===== src/rtl/mult_div_unit.sv =====
// Multi-cycle multiply/divide unit holding the architectural HI/LO registers.
// Optional: define MULDIV_FAST_MULT_EN for a single-cycle combinational MULT/MULTU.
module mult_div_unit #(
  parameter int WIDTH = 32,
  parameter int CNT_W = 6
) (
  input  logic             CLK,
  input  logic             Reset,
  input  logic             Start,
  input  logic [2:0]       MDOp,
  input  logic [WIDTH-1:0] ALU_A,
  input  logic [WIDTH-1:0] ALU_B,
  output logic             Busy,
  output logic             Done,
  output logic [WIDTH-1:0] HI,
  output logic [WIDTH-1:0] LO
);

  // Handshake: Start is sampled only while state==IDLE (Busy=0); Done pulses
  // for exactly one cycle on the edge HI/LO take an arithmetic result.
  typedef enum logic [1:0] {IDLE = 2'd0, CALC = 2'd1, FIX = 2'd2} state_t;
  state_t state;

  logic [2*WIDTH-1:0] acc;
  logic [WIDTH-1:0]   b_mag;
  logic [CNT_W-1:0]   cnt;
  logic               is_div, neg_lo, neg_hi, div0;

  logic             arith_op, signed_op, a_neg, b_neg;
  logic [WIDTH-1:0] a_mag_in, b_mag_in;

  assign arith_op  = ~MDOp[2];
  assign signed_op = ~MDOp[2] & ~MDOp[0];
  assign a_neg     = signed_op & ALU_A[WIDTH-1];
  assign b_neg     = signed_op & ALU_B[WIDTH-1];
  assign a_mag_in  = a_neg ? (~ALU_A + 1'b1) : ALU_A;
  assign b_mag_in  = b_neg ? (~ALU_B + 1'b1) : ALU_B;

`ifdef MULDIV_FAST_MULT_EN
  logic [2*WIDTH-1:0] fast_mag, fast_prod;
  assign fast_mag  = {{WIDTH{1'b0}}, a_mag_in} * {{WIDTH{1'b0}}, b_mag_in};
  assign fast_prod = (a_neg ^ b_neg) ? (~fast_mag + 1'b1) : fast_mag;
`endif

  // One iteration: multiply shifts right with add into the upper half;
  // divide shifts {rem,quot} left and restores when the trial subtract borrows.
  logic [WIDTH:0]     mul_sum, div_shift, div_diff;
  logic [2*WIDTH-1:0] acc_step;

  always_comb begin
    mul_sum   = {1'b0, acc[2*WIDTH-1:WIDTH]} + (acc[0] ? {1'b0, b_mag} : {(WIDTH+1){1'b0}});
    div_shift = acc[2*WIDTH-1:WIDTH-1];
    div_diff  = div_shift - {1'b0, b_mag};
    acc_step  = {mul_sum, acc[WIDTH-1:1]};
    if (is_div) begin
      if (div_diff[WIDTH]) acc_step = {div_shift[WIDTH-1:0], acc[WIDTH-2:0], 1'b0};
      else                 acc_step = {div_diff[WIDTH-1:0], acc[WIDTH-2:0], 1'b1};
    end
  end

  logic [2*WIDTH-1:0] prod_fix;
  logic [WIDTH-1:0]   quot_fix, rem_fix;

  always_comb begin
    prod_fix = neg_lo ? (~acc + 1'b1) : acc;
    rem_fix  = neg_hi ? (~acc[2*WIDTH-1:WIDTH] + 1'b1) : acc[2*WIDTH-1:WIDTH];
    quot_fix = neg_lo ? (~acc[WIDTH-1:0] + 1'b1) : acc[WIDTH-1:0];
    if (div0) quot_fix = {WIDTH{1'b1}};
  end

  always_ff @(posedge CLK or posedge Reset) begin
    if (Reset) begin
      state  <= IDLE;
      Busy   <= 1'b0;
      Done   <= 1'b0;
      HI     <= '0;
      LO     <= '0;
      acc    <= '0;
      b_mag  <= '0;
      cnt    <= '0;
      is_div <= 1'b0;
      neg_lo <= 1'b0;
      neg_hi <= 1'b0;
      div0   <= 1'b0;
    end else begin
      Done <= 1'b0;
      case (state)
        IDLE: begin
          if (Start) begin
            if (arith_op) begin
`ifdef MULDIV_FAST_MULT_EN
              if (!MDOp[1]) begin
                HI   <= fast_prod[2*WIDTH-1:WIDTH];
                LO   <= fast_prod[WIDTH-1:0];
                Done <= 1'b1;
              end else begin
`else
              begin
`endif
                state  <= CALC;
                Busy   <= 1'b1;
                acc    <= {{WIDTH{1'b0}}, a_mag_in};
                b_mag  <= b_mag_in;
                cnt    <= '0;
                is_div <= MDOp[1];
                neg_lo <= a_neg ^ b_neg;
                neg_hi <= a_neg;
                div0   <= MDOp[1] & (ALU_B == '0);
              end
            end else if (MDOp == 3'd4) begin
              HI <= ALU_A;
            end else if (MDOp == 3'd5) begin
              LO <= ALU_A;
            end
          end
        end
        CALC: begin
          acc <= acc_step;
          cnt <= cnt + 1'b1;
          if (cnt == CNT_W'(WIDTH - 1)) state <= FIX;
        end
        FIX: begin
          if (is_div) begin
            HI <= rem_fix;
            LO <= quot_fix;
          end else begin
            HI <= prod_fix[2*WIDTH-1:WIDTH];
            LO <= prod_fix[WIDTH-1:0];
          end
          Done  <= 1'b1;
          Busy  <= 1'b0;
          state <= IDLE;
        end
        default: state <= IDLE;
      endcase
    end
  end

endmodule


===== config.mk =====
export PLATFORM = sky130hd
export DESIGN_NAME = mult_div_unit
export DESIGN_NICKNAME = d
export VERILOG_FILES = /design/src/rtl/mult_div_unit.sv
export SDC_FILE = /design/constraint.sdc
export NUM_CORES = 1
export LEC_CHECK = 0
export CAP_MARGIN = 30
export CORE_ASPECT_RATIO = 0.75
export CORE_MARGIN = 4
export CORE_UTILIZATION = 60
export CTS_CLUSTER_DIAMETER = 50
export DETAILED_ROUTE_END_ITERATION = 10
export DONT_BUFFER_PORTS = 1
export MAX_ROUTING_LAYER = met4
export PLACE_DENSITY = 0.76
export SETUP_SLACK_MARGIN = 0.1
export SYNTH_ARGS = -nofsm -noshare
export SYNTH_HDL_FRONTEND = slang
export SYNTH_SLANG_ARGS = --single-unit

===== constraint.sdc =====
create_clock -name CLK -period 6.65 [get_ports CLK]
set_clock_uncertainty 0.15 [all_clocks]
set_input_delay 0.3325 -clock CLK [delete_from_list [all_inputs] [get_ports CLK]]
set_output_delay 0.3325 -clock CLK [all_outputs]
set_load 0.02 [all_outputs]

==> results.ini <==
[setup_path]
crit-reg2reg-capture=acc[58]
cp.arrival_ns=4.67
start_kind=register
crit_fanout=11
reg2reg_slack_ns=2.12
crit_path_start=acc[0]
rr_startpoint=acc[0]
cp.required_ns=6.78
crit_type=register to register
ff2ff_path_depth=13
endpoint_kind=register

[yosys]
synth_edf_count=0
ys_seq_elements=174
syn-cell-area_um2=14400
synth_top_family_by_area=compound AO/OA/AOI/OAI gates
post_synth_fa_ha_maj_area_fraction=0.0626
synth_ff_type=dfrtp_1
synth_xor_area_frac=0.103
seq_area_frac_synth=0.302
syn_area_per_cell_um2=8.05
synthSimpleGateAreaFrac=0.175
yosysUniqueCellTypes=81
synth_fp_nets=1935
synth.mux.area_fraction=0.0598
synth_compound_area_frac=0.254
yosysWarningCount=0
synthArstFlopShare=1.00
synth_cells=1794

[timing]
rsz0062_at_grt=no
maxSlewViolCount=0
fin_crit_ns=4.53
clock.fmax_mhz=221
hold_viol_final=0
tns_ns=0
timing.final.crit_share=0.682
relSlewSlack=0.308
finalSetupViolations=0
worstMarginPinSlew_ns=1.03

[clock_tree]
cts-root-buf=clkbuf_16
cts.path.max_buffers=2
cts_max_level=4
cts_tree=yes
clock_latency_ns=0.45
cts_inserted_buffers=17
cts_setup_buffers=0
cts_sinks=174
cts.clk_slew.worst_paths_ns=0.07

[die]
rows=48
start_util=0.618
die_h_um=142
die-area_um2=26600
io_pins=136
core_area_um2=23400
die_w_um=187

[global_route]
grt_use_total=0.357
grt_pass1_wl_um=74700
antenna_found_initial=0
grt_overflow_total=0
grt_max_degree=97
grt_pass1_vias=13012

[placed_design]
port_buffers=0
globalplace.congestion=1.01
dp_cells=2002
dp_hpwl_um=33800

[drt]
wirelength_um=46800
drc=0
post_drt_wl_per_cell_um=22.3
drt_iter0_drc=1638
drt-vias-per-instance=6.70
num_vias=14068
drtAntennaViolNets=0
drt_pre_antenna_iters=6

[final_layout]
fin_cells=2099
nNetsFinal=1927
diodes=0
drive_gt1_frac=0.0534
syn2layout_area_growth_pct=10.2

[hold_path]
min_from=ALU_A[14]
min_delay_path_depth=3
hold_class=primary input to register
min_to=acc[14]

[run]
maxCapViolations=0

[pwr]
powerDensity_nw_per_um2=589
ir_worst_vdd_mv=0.374
leakagePower_nw=6.90

[outcome]
status=completed

## metal layers
metal / track usage / wire length, um / up-vias / share of wire
li1: - / - / 6430 / -
met1: 0.524 / 21400 / 6771 / 0.46
met2: 0.517 / 19900 / 797 / 0.42
met3: 0.0704 / 4800 / 70 / 0.10
met4: 0.0688 / 756 / 0 / 0.016
met5: - / 0 / - / 0
## Yosys cell counts (4+ instances only)
library cell    n  share of area
a21oi_1       163          0.057
or3_1          22         0.0095
a22oi_1        25          0.013
nand4_1        14         0.0061
or2_2           6         0.0026
xnor2_1        87          0.053
nand2_1       213          0.055
ha_1           69          0.060
o221ai_1       10         0.0061
nor2_1        120          0.031
inv_1          54          0.014
nor2b_1        19         0.0082
clkbuf_1       97          0.025
and3_1          5         0.0022
buf_2           6         0.0021
a221o_1         4         0.0028
a211oi_1        8         0.0042
o21bai_1        6         0.0031
nand2b_1       23          0.010
dfrtp_1       174           0.30
o21ai_1        10         0.0035
buf_1           5         0.0013
nor3_1         17         0.0059
o211ai_1       11         0.0057
a21o_1         56          0.029
nand3_1        27         0.0094
o41ai_1        19          0.012
o21a_1         11         0.0057
xor2_1         82          0.050
a31o_2          4         0.0024
a31oi_1        23          0.010
mux2_2         10         0.0078
and2_1          9         0.0039
o31ai_1        17         0.0088
o31a_1          6         0.0036
nor4_1         10         0.0043
or4_1          16         0.0083
mux2i_1        75          0.052
o22ai_1         5         0.0022
o21ai_0       199          0.069
## stage by stage
stage	util	hold slack, ns	area [um2]	power (mW)	worst slack, ns
global placement	0.621	0.0753	14500	7.91	2.33
floorplan	-	0.288	14400	6.62	1.45
detailed placement	0.627	0.0780	14600	8.03	2.29
global route	0.681	0.00610	15900	10.0	1.90
CTS	0.680	0.00119	15900	9.18	2.27
finish	0.681	0.00412	15900	9.36	2.12
## layout by cell type, fill, tap and decap left out, drive strengths merged, types with 17 or more instances in the layout
master,n
a21o,56
a21oi,164
a22oi,25
a31oi,23
buf,19
clkbuf,21
dfrtp,174
dlygate4sd3,65
ha,69
inv,58
mux2i,75
nand2,213
nand2b,23
nand3,28
nor2,121
nor2b,19
nor3,18
o21ai,209
o31ai,17
o41ai,20
or3,23
or4,18
xnor2,87
xor2,82
## worst max-delay path by stage
stage / endpoint
finish: acc[58]
global route: acc[58]
CTS: acc[62]
detailed placement: acc[62]
global placement: acc[62]
floorplan: Busy
## sequential cells by signal, summed over array words and instances, names as in the netlist
name / cells
state: 2
div0: 1
is_div: 1
cnt: 6
neg_lo: 1
LO: 32
b_mag: 32
HI: 32
acc: 64
neg_hi: 1
Done: 1
Busy: 1
## report_power, final
part,total [mW],internal (mW),leakage (nW),switching [mW]
Clock,1.08,0.616,0.295,0.466
Sequential,2.54,1.57,2.09,0.967
Combinational,5.74,2.36,4.51,3.38
Total,9.36,4.55,6.90,4.81
## final cells by class
class	count	area, um2
Inverter	56	215
Tap cell	300	375
Timing Repair Buffer	84	877
Clock buffer	21	460
Fill cell	1924	7460
Clock inverter	11	154
Sequential cell	174	4360
Multi-Input combinational cell	1453	9470
## timing repair
item,4_1_cts,5_1_grt
endpoints found under the hold margin,106,1
gates resized for setup,0,0
hold buffers,64,1
## critical path: stages (launching register included)
cell      delay (ns)
dfrtp_1         0.57
clkinv_1        0.45
nor2_1          0.20
ha_1            0.25
o21ai_0         0.15
o21ai_0         0.20
a31oi_1         0.17
o21bai_1        0.35
o22ai_1         0.23
o31ai_1         0.76
a31oi_1         0.29
o21ai_0         0.29
xnor2_1         0.17
o221ai_1        0.12
## logic make-up (layout without fill, tap and decap cells)
logic type | after synthesis | after routing
AOI/OAI and AO/OA | 601 | 601
and+or+nand+nor | 527 | 527
DFF | 174 | 174
xor gates and xnor gates | 169 | 169
buffers and inverters | 167 | 172
muxes | 85 | 85
adders and majority gates | 71 | 71
(Power assumes the default switching activity.)
